### src/rtl/qar_bus_pkg.sv
// ---------------------------------------------------------------------------
// qar_bus_pkg
// Shared definitions for the qar memory-side bus: arbiter state encoding,
// owner codes reported on the arbiter's owner port, and the data width used
// by every handshake in the memory path.
// ---------------------------------------------------------------------------
package qar_bus_pkg;

  // Width of every read/write data word on the core and memory sides.
  localparam int DATA_WIDTH = 32;

  // Arbiter FSM states. The BUSY encodings match the owner codes on purpose,
  // so the owner port is a direct image of the state register.
  typedef enum logic [1:0] {
    ST_IDLE   = 2'd0,
    ST_BUSY_I = 2'd1,
    ST_BUSY_D = 2'd2
  } arb_state_e;

  // Owner codes driven on the owner port.
  localparam logic [1:0] OWNER_NONE  = 2'd0;
  localparam logic [1:0] OWNER_FETCH = 2'd1;
  localparam logic [1:0] OWNER_DATA  = 2'd2;

endpackage

### src/rtl/qar_arb_timeout.sv
// ---------------------------------------------------------------------------
// qar_arb_timeout
// Loadable down-counter that flags a downstream access stuck for
// TIMEOUT_CYCLES cycles. TIMEOUT_CYCLES = 0 removes the counter and the
// flag never rises.
//
// Ports:
//   clk        in   clock, rising edge
//   rst_n      in   synchronous active-low reset
//   load_i     in   reload the counter (held while the arbiter is idle)
//   en_i       in   count one stalled cycle
//   expired_o  out  counter has reached its final stalled cycle
// ---------------------------------------------------------------------------
module qar_arb_timeout #(
  parameter int TIMEOUT_CYCLES = 64
) (
  input  logic clk,
  input  logic rst_n,
  input  logic load_i,
  input  logic en_i,
  output logic expired_o
);

  generate
    if (TIMEOUT_CYCLES == 0) begin : g_disabled
      assign expired_o = 1'b0;
    end else begin : g_enabled
      localparam int CW = (TIMEOUT_CYCLES > 1) ? $clog2(TIMEOUT_CYCLES) : 1;
      localparam logic [CW-1:0] LOAD_VAL = CW'(TIMEOUT_CYCLES - 1);

      logic [CW-1:0] cnt_q, cnt_d;

      // Loading with TIMEOUT_CYCLES-1 makes zero line up with the last
      // allowed stalled cycle, so the flag is a plain zero compare.
      always_comb begin
        cnt_d = cnt_q;
        if (load_i) begin
          cnt_d = LOAD_VAL;
        end else if (en_i && (cnt_q != '0)) begin
          cnt_d = cnt_q - CW'(1);
        end
      end

      always_ff @(posedge clk) begin
        if (!rst_n) begin
          cnt_q <= '0;
        end else begin
          cnt_q <= cnt_d;
        end
      end

      assign expired_o = (cnt_q == '0);
    end
  endgenerate

endmodule

### src/rtl/qar_mem_arbiter.sv
// ---------------------------------------------------------------------------
// qar_mem_arbiter
// Shares one external memory port between the core's instruction-fetch port
// (i_*) and data port (d_*). Data wins ties until the fetch side has been
// passed over STARVE_LIMIT times in a row. A stuck downstream access is
// completed with zero data and a bus_err pulse after TIMEOUT_CYCLES cycles.
//
// Ports:
//   clk, rst_n                  clock / synchronous active-low reset
//   i_valid, i_addr             fetch request (held until i_ready)
//   i_ready, i_rdata            fetch completion strobe and data
//   d_valid, d_we, d_addr,
//   d_wdata                     data request (held until d_ready)
//   d_ready, d_rdata            data completion strobe and load data
//   m_valid, m_we, m_addr,
//   m_wdata                     registered downstream request
//   m_ready, m_rdata            downstream completion and read data
//   bus_err                     one-cycle pulse on a timed-out completion
//   owner                       0 none, 1 fetch, 2 data
// ---------------------------------------------------------------------------
module qar_mem_arbiter
  import qar_bus_pkg::*;
#(
  parameter int ADDR_WIDTH     = 32,
  parameter int STARVE_LIMIT   = 4,
  parameter int TIMEOUT_CYCLES = 64
) (
  input  logic                  clk,
  input  logic                  rst_n,
  input  logic                  i_valid,
  input  logic [ADDR_WIDTH-1:0] i_addr,
  output logic                  i_ready,
  output logic [DATA_WIDTH-1:0] i_rdata,
  input  logic                  d_valid,
  input  logic                  d_we,
  input  logic [ADDR_WIDTH-1:0] d_addr,
  input  logic [DATA_WIDTH-1:0] d_wdata,
  output logic                  d_ready,
  output logic [DATA_WIDTH-1:0] d_rdata,
  output logic                  m_valid,
  output logic                  m_we,
  output logic [ADDR_WIDTH-1:0] m_addr,
  output logic [DATA_WIDTH-1:0] m_wdata,
  input  logic                  m_ready,
  input  logic [DATA_WIDTH-1:0] m_rdata,
  output logic                  bus_err,
  output logic [1:0]            owner
);

  localparam int SW = $clog2(STARVE_LIMIT + 1);
  localparam logic [SW-1:0] STARVE_MAX = SW'(STARVE_LIMIT);

  arb_state_e            state_q, state_d;
  logic [SW-1:0]         starve_q, starve_d;
  logic                  m_valid_q, m_valid_d;
  logic                  m_we_q, m_we_d;
  logic [ADDR_WIDTH-1:0] m_addr_q, m_addr_d;
  logic [DATA_WIDTH-1:0] m_wdata_q, m_wdata_d;
  logic [DATA_WIDTH-1:0] i_rdata_q, i_rdata_d;
  logic [DATA_WIDTH-1:0] d_rdata_q, d_rdata_d;

  logic                  busy;
  logic                  expired;
  logic                  xfer_done;
  logic                  grant_i;
  logic                  grant_d;
  logic [DATA_WIDTH-1:0] done_rdata;

  assign busy = (state_q != ST_IDLE);

  qar_arb_timeout #(
    .TIMEOUT_CYCLES(TIMEOUT_CYCLES)
  ) u_timeout (
    .clk      (clk),
    .rst_n    (rst_n),
    .load_i   (!busy),
    .en_i     (busy && !m_ready),
    .expired_o(expired)
  );

  // A transaction ends on m_ready or on expiry. rst_n gates it so a reset
  // landing mid-transaction never emits a ready or bus_err.
  assign xfer_done = busy && rst_n && (m_ready || expired);

  // Arbitration: data wins unless fetch has been passed over STARVE_LIMIT
  // times in a row while waiting.
  always_comb begin
    grant_i = 1'b0;
    grant_d = 1'b0;
    if (state_q == ST_IDLE) begin
      if (d_valid && (!i_valid || (starve_q < STARVE_MAX))) begin
        grant_d = 1'b1;
      end else if (i_valid) begin
        grant_i = 1'b1;
      end
    end
  end

  // Completion strobes and read data. m_ready has priority over expiry, so
  // bus_err only fires when the memory never answered.
  always_comb begin
    done_rdata = m_ready ? m_rdata : '0;
    i_ready    = 1'b0;
    d_ready    = 1'b0;
    bus_err    = 1'b0;
    if (xfer_done) begin
      bus_err = !m_ready;
      if (state_q == ST_BUSY_I) begin
        i_ready = 1'b1;
      end else begin
        d_ready = 1'b1;
      end
    end
    i_rdata   = i_ready ? done_rdata : i_rdata_q;
    d_rdata   = d_ready ? done_rdata : d_rdata_q;
    i_rdata_d = i_rdata;
    d_rdata_d = d_rdata;
  end

  // Next-state logic: capture the winner's request on the grant edge, hold
  // it through BUSY, release on completion.
  always_comb begin
    state_d   = state_q;
    starve_d  = starve_q;
    m_valid_d = m_valid_q;
    m_we_d    = m_we_q;
    m_addr_d  = m_addr_q;
    m_wdata_d = m_wdata_q;
    case (state_q)
      ST_IDLE: begin
        if (grant_d) begin
          state_d   = ST_BUSY_D;
          m_valid_d = 1'b1;
          m_we_d    = d_we;
          m_addr_d  = d_addr;
          m_wdata_d = d_wdata;
          if (!i_valid) begin
            starve_d = '0;
          end else if (starve_q != STARVE_MAX) begin
            starve_d = starve_q + SW'(1);
          end
        end else if (grant_i) begin
          state_d   = ST_BUSY_I;
          m_valid_d = 1'b1;
          m_we_d    = 1'b0;
          m_addr_d  = i_addr;
          m_wdata_d = '0;
          starve_d  = '0;
        end else if (!i_valid) begin
          starve_d = '0;
        end
      end
      ST_BUSY_I, ST_BUSY_D: begin
        if (xfer_done) begin
          state_d   = ST_IDLE;
          m_valid_d = 1'b0;
        end
      end
      default: begin
        state_d   = ST_IDLE;
        m_valid_d = 1'b0;
      end
    endcase
  end

  // State and registered outputs.
  always_ff @(posedge clk) begin
    if (!rst_n) begin
      state_q   <= ST_IDLE;
      starve_q  <= '0;
      m_valid_q <= 1'b0;
      m_we_q    <= 1'b0;
      m_addr_q  <= '0;
      m_wdata_q <= '0;
      i_rdata_q <= '0;
      d_rdata_q <= '0;
    end else begin
      state_q   <= state_d;
      starve_q  <= starve_d;
      m_valid_q <= m_valid_d;
      m_we_q    <= m_we_d;
      m_addr_q  <= m_addr_d;
      m_wdata_q <= m_wdata_d;
      i_rdata_q <= i_rdata_d;
      d_rdata_q <= d_rdata_d;
    end
  end

  assign m_valid = m_valid_q;
  assign m_we    = m_we_q;
  assign m_addr  = m_addr_q;
  assign m_wdata = m_wdata_q;
  assign owner   = (state_q == ST_BUSY_I) ? OWNER_FETCH :
                   (state_q == ST_BUSY_D) ? OWNER_DATA  : OWNER_NONE;

endmodule

### config.mk
export PLATFORM = sky130hd
export DESIGN_NAME = qar_mem_arbiter
export DESIGN_NICKNAME = d
export VERILOG_FILES = /design/src/rtl/qar_bus_pkg.sv /design/src/rtl/qar_arb_timeout.sv /design/src/rtl/qar_mem_arbiter.sv
export SDC_FILE = /design/constraint.sdc
export NUM_CORES = 1
export LEC_CHECK = 0
export BUFFER_PORTS_ARGS = -buffer_cell sky130_fd_sc_hd__buf_2
export CELL_PAD_IN_SITES_DETAIL_PLACEMENT = 0
export CELL_PAD_IN_SITES_GLOBAL_PLACEMENT = 1
export CORE_ASPECT_RATIO = 1.25
export CORE_MARGIN = 2
export CORE_UTILIZATION = 38
export DETAILED_ROUTE_END_ITERATION = 12
export PLACE_DENSITY = 0.91
export RECOVER_POWER = 25
export SETUP_SLACK_MARGIN = 0.02
export SYNTH_ARGS = -nofsm -noshare
export SYNTH_HDL_FRONTEND = slang
export SYNTH_SLANG_ARGS = --single-unit
### constraint.sdc
create_clock -name clk -period 4.6 [get_ports clk]
set_input_delay 0.46 -clock clk [delete_from_list [all_inputs] [get_ports clk]]
set_output_delay 0.46 -clock clk [all_outputs]
set_load 0.01 [all_outputs]
After elaboration in Yosys (flattened, before gate mapping)
Cells that the tools add are included.
Word-level totals
  register bits: 141
  bits in latches: 0
  RAM bits: 0
  bits in read-only memories: 0
  input bits: 134
  word-level logic and storage cells: 74
  memories: 0
Cells by class
  add/sub/neg operators: 2
  multiply operators: 0
  div/mod/pow operators: 0
  order comparisons: 1
  equal/unequal tests: 8
  shifts and indexed selects: 0
  multiplexer cells: 36
  bitwise logic cells: 0
  reductions and logical operators: 18
Operators by type and width (count)
  $mux W32: 7
  $mux W1: 15
  $mux W3: 5
  $mux W6: 2
  $mux W2: 5
  $logic_not A6 Y1: 1
  $ne A3 B3 Y1 const B: 2
  $reduce_bool A6 Y1: 1
  $sub A6 B1 Y6 const B: 1
  $logic_and A1 B1 Y1: 5
  $pmux W2 S2: 1
  $reduce_and A2 Y1: 2
  $reduce_bool A2 Y1: 2
  $add A3 B1 Y3 const B: 1
  $lt A3 B3 Y1 const B: 1
  $ne A3 B1 Y1 const B: 1
  $ne A3 B2 Y1 const B: 1
  $reduce_and A3 Y1: 1
  $eq A2 B1 Y1 const B: 1
  $eq A2 B2 Y1 const B: 1
  $logic_not A1 Y1: 2
  $logic_not A2 Y1: 1
  $logic_or A1 B1 Y1: 2
  $ne A2 B1 Y1 const B: 1
  other kinds (3): 3

Logic depth before layout (Yosys ltp)
  depth in word-level cells: 8
  depth in mapped cells: 8

Hierarchy
Synthesis repeated with hierarchy kept, for this count alone.
Second synthesis, totals
  cells, all modules: 713
  area, all modules: 6361.1 um^2
Modules (own cells, without submodules)
  qar_mem_arbiter: times used 1, cells an instance 672, area each 5990.7 um^2
  qar_arb_timeout: times used 1, cells an instance 41, area each 370.4 um^2

Worst setup path after synthesis
Ideal clock, no wire load.
  kind: register to output
  start: register state_q[1]
  end: output d_rdata[10]
  data arrival time: 1.719 ns
  data required time: 4.140 ns
  path slack: 2.421 ns
  cell stages (with the launch flop): 8
  buffers on the path: 2
  cells stage by stage: dfxtp_1 inv_1 ha_1 or3b_1 clkbuf_1 clkbuf_1 a22oi_1 o21ai_0
Between the ends
  cells in the longest elaborated chain, start to end: 5
  elaborated cells between the ends (all ways): 7
  classes of those cells: 1 x eq/ne; 3 x mux; 3 x reduce/logical
Ends and longest elaborated chain
  start, declared: RTL line qar_mem_arbiter.sv:53  | arb_state_e state_q, state_d;
  start signal, assigned: RTL line qar_mem_arbiter.sv:178  | state_q <= state_d;
  $reduce_bool A2 Y1: RTL line qar_mem_arbiter.sv:69  | assign busy = (state_q != ST_IDLE);
  $logic_and A1 B1 Y1 (2 in a row): RTL line qar_mem_arbiter.sv:83  | assign xfer_done = busy && rst_n && (m_ready || expired);
  $mux W1 (*): RTL line qar_mem_arbiter.sv:106  | if (xfer_done) begin
  $mux W32 (*): RTL line qar_mem_arbiter.sv:115  | d_rdata = d_ready ? done_rdata : d_rdata_q;
  end, declared: RTL line qar_mem_arbiter.sv:39  | output logic [DATA_WIDTH-1:0] d_rdata,
Every way passes the cells marked *; elsewhere a longest branch is shown, timed or not.

Worst setup path in the final report
  start: register state_q[0]
  end: output bus_err
Between the ends
  cells in the longest elaborated chain, start to end: 4
Ends and longest elaborated chain
  $reduce_bool A2 Y1: RTL line qar_mem_arbiter.sv:69
  $logic_and A1 B1 Y1 (2 in a row): RTL line qar_mem_arbiter.sv:83
  $mux W1: RTL line qar_mem_arbiter.sv:106
  end, declared: RTL line qar_mem_arbiter.sv:46  | output logic bus_err,
Every way passes these cells.

==> impl_metrics.json <==
{
  "dpl.hpwl_um": 14680,
  "worstPathRequired_ps": 4140,
  "max_freq_mhz": 299.6,
  "port_buffers": 268,
  "synth.area.top_cells": "dfxtp_1 (40%), a311oi_1 (8.0%), a21oi_1 (7.2%), a22oi_1 (6.9%), o21ai_0 (4.1%)",
  "postSynth.asyncResetShare_pct": 0,
  "start_util_pct": 39.03,
  "grt_max_degree": 129,
  "relSlewSlack_pct": 21.64,
  "synth_enable_flop_cells": 0,
  "wl_per_cell_um": 16.53,
  "drive_gt1_share_pct": 23.28,
  "drv_cap": 0,
  "clkSlewWorstSetupHoldPaths_ps": 70,
  "power_mw": 4.436,
  "worst_hold_slack_ps": 300.0,
  "drc_errors": 0,
  "antenna_left": 0,
  "grt_pass1_vias": 6854,
  "synth-main-ff-cell": "dfxtp_1",
  "htree_num_levels": 4,
  "cts_buffers": 17,
  "vias_per_cell": 5.568,
  "critPathKind": "register to primary output",
  "io-pin-count": 269,
  "vias": 7489,
  "overflow": 0,
  "cp_slowest_cell": "buf_4",
  "num_rows": 55,
  "grt_use_total_pct": 21.79,
  "top_usage_layer": "met2",
  "synth_top_area_share_pct": 39.66,
  "worst_pin_slew_ps": 1175,
  "yosys.cell_types.count": 47,
  "synth.ff_latch_count": 141,
  "routabilityCongestion": 0.7824,
  "final_core_util_pct": 49.08,
  "routed_wl_um": 22230,
  "startpoint_type": "register",
  "synth.avg_cell_area_um2": 7.927,
  "die_area_um2": 19850,
  "cts_buffer_depth": 2,
  "rsz0062_at_grt": "false",
  "cts.sinks": 141,
  "synth_area_um2": 7118,
  "setup_viol": 0,
  "seq_area_frac_synth_pct": 39.66,
  "grt_pass1_wl_um": 35620,
  "synth-warning-count": 0,
  "p_leak_nw": 3.292,
  "cts_setup_buffers": 0,
  "final_common_cell": "buf_2",
  "cts_resized": 0,
  "use_met1_pct": 27.14,
  "instances_no_fill": 1345,
  "hold_buffers": 0,
  "cp_num_buf_inv": 4,
  "syn2layout_area_growth_pct": 25.75,
  "die-width_um": 126.4,
  "met2_usage_pct": 36.16,
  "worstPathMaxFanout": 79,
  "min_period_ps": 3337,
  "min_path_type": "input port to register",
  "drv_slew": 0,
  "multi_input_comb_area_um2": 3577,
  "synthCells": 898,
  "fin_skew_ps": 14.28,
  "final_cell_mix": "buf_2 (201), dfxtp_1 (141), a21oi_1 (103), inv_1 (74), nor2_1 (70)",
  "area.sequential_um2": 2823,
  "grtUsageMet3_pct": 7.206,
  "finalNetCount": 1244,
  "die_h_um": 157.0,
  "antenna_cells": 0,
  "coreArea_um2": 18240,
  "cp_cell_sequence": "inv_1 -> ha_1 -> buf_4 -> clkinv_1 -> and4_1 -> buf_2",
  "fill_cells": 1874,
  "cts_tree": "built",
  "crit_arrival_ps": 2880,
  "cp-end-kind": "primary output",
  "timing.final.hold_violations": 0,
  "dp_cells": 1313,
  "p_per_area_nw_per_um2": 495.5,
  "syn_nets": 1038,
  "max_stage_delay_ps": 730,
  "clock-root-buffer": "clkbuf_16",
  "yosysTopAreaCell": "dfxtp_1",
  "cp_top_family": "buffers and inverters",
  "drt_iter0_markers": 589,
  "post-route-period-util_pct": 72.55,
  "peakVddDrop_v": 0.0002641,
  "dr.pass1.iters": 5,
  "status": "finished, final reports clean",
  "antenna_found_initial": 0,
  "worstSkewPairLatency_ps": 420,
  "tns_ps": 0
}
-- cell usage after synthesis (all sizes together), types with 6 or more instances --
library cell / number
a21oi: 103
a22oi: 65
a311oi: 65
a32oi: 33
buf: 43
clkbuf: 54
dfxtp: 141
ha: 6
inv: 75
nand2: 69
nand3: 33
nor2: 71
o21ai: 67
o31ai: 34
-- metrics by stage --
step	worst slack [ps]	area [µm²]
floorplan	2421	7118
global placement	1681	8448
detailed placement	1623	8448
CTS	1264	9037
global route	990.6	8951
finish	1263	8951
-- cells by family after synthesis --
kind of cell             synth area share, %
AO/OA/AOI/OAI                          36.25
flip-flops                             39.66
buffers and inverters                  10.88
AND/OR/NAND/NOR                        12.16
adder cells (fa/ha/maj)                1.055
-- sequential cells by signal (all words and copies together), names as in the netlist --
signal and flops:
d_rdata_q 32, i_rdata_q 32, m_addr 32, m_valid 1, m_wdata 32, m_we 1
starve_q 3, state_q 2, u_timeout.g_enabled.cnt_q 6
-- path summary, 6_finish.rpt --
kind | endpoint | start | slack (ps) | depth (start not counted)
worst min register to register | m_addr[29]$_SDFFE_PN0P_ | m_addr[29]$_SDFFE_PN0P_ | 460 | 2
worst max register to register | m_valid$_SDFFE_PN0P_ | state_q[0]$_SDFFE_PN0P_ | 1880 | 6
worst max-delay path | bus_err | state_q[0]$_SDFFE_PN0P_ | 1260 | 6
worst min-delay path | m_wdata[22]$_SDFFE_PN0P_ | d_wdata[22] | 300 | 3
-- tightest hold or removal path, stage by stage --
cell,delay (ps)
buf_2,80
a32oi_1,80
nor2_1,70
-- cell type report --
type                    instances  share of cell area, %
multi-input cells             584                  39.96
inverters                      76                  3.201
clock inverters                14                  1.789
flip-flops and latches        141                  31.53
repair buffers                284                  15.53
well taps                     228                  3.187
clock buffers                  18                  4.795
-- routing by layer --
layer	up-vias	wire length (µm)	part of all wire, %
li1	3731	-	-
met1	3467	9307	42
met2	269	10800	49
met3	22	1788	8.0
met4	0	334	1.5
met5	-	0	0
-- report_power, final --
part	internal [mW]	switching, mW
Sequential	1.42	0.125
Clock	0.809	0.567
Combinational	0.508	1.00
Note: power is estimated with default switching activity, not from simulation.
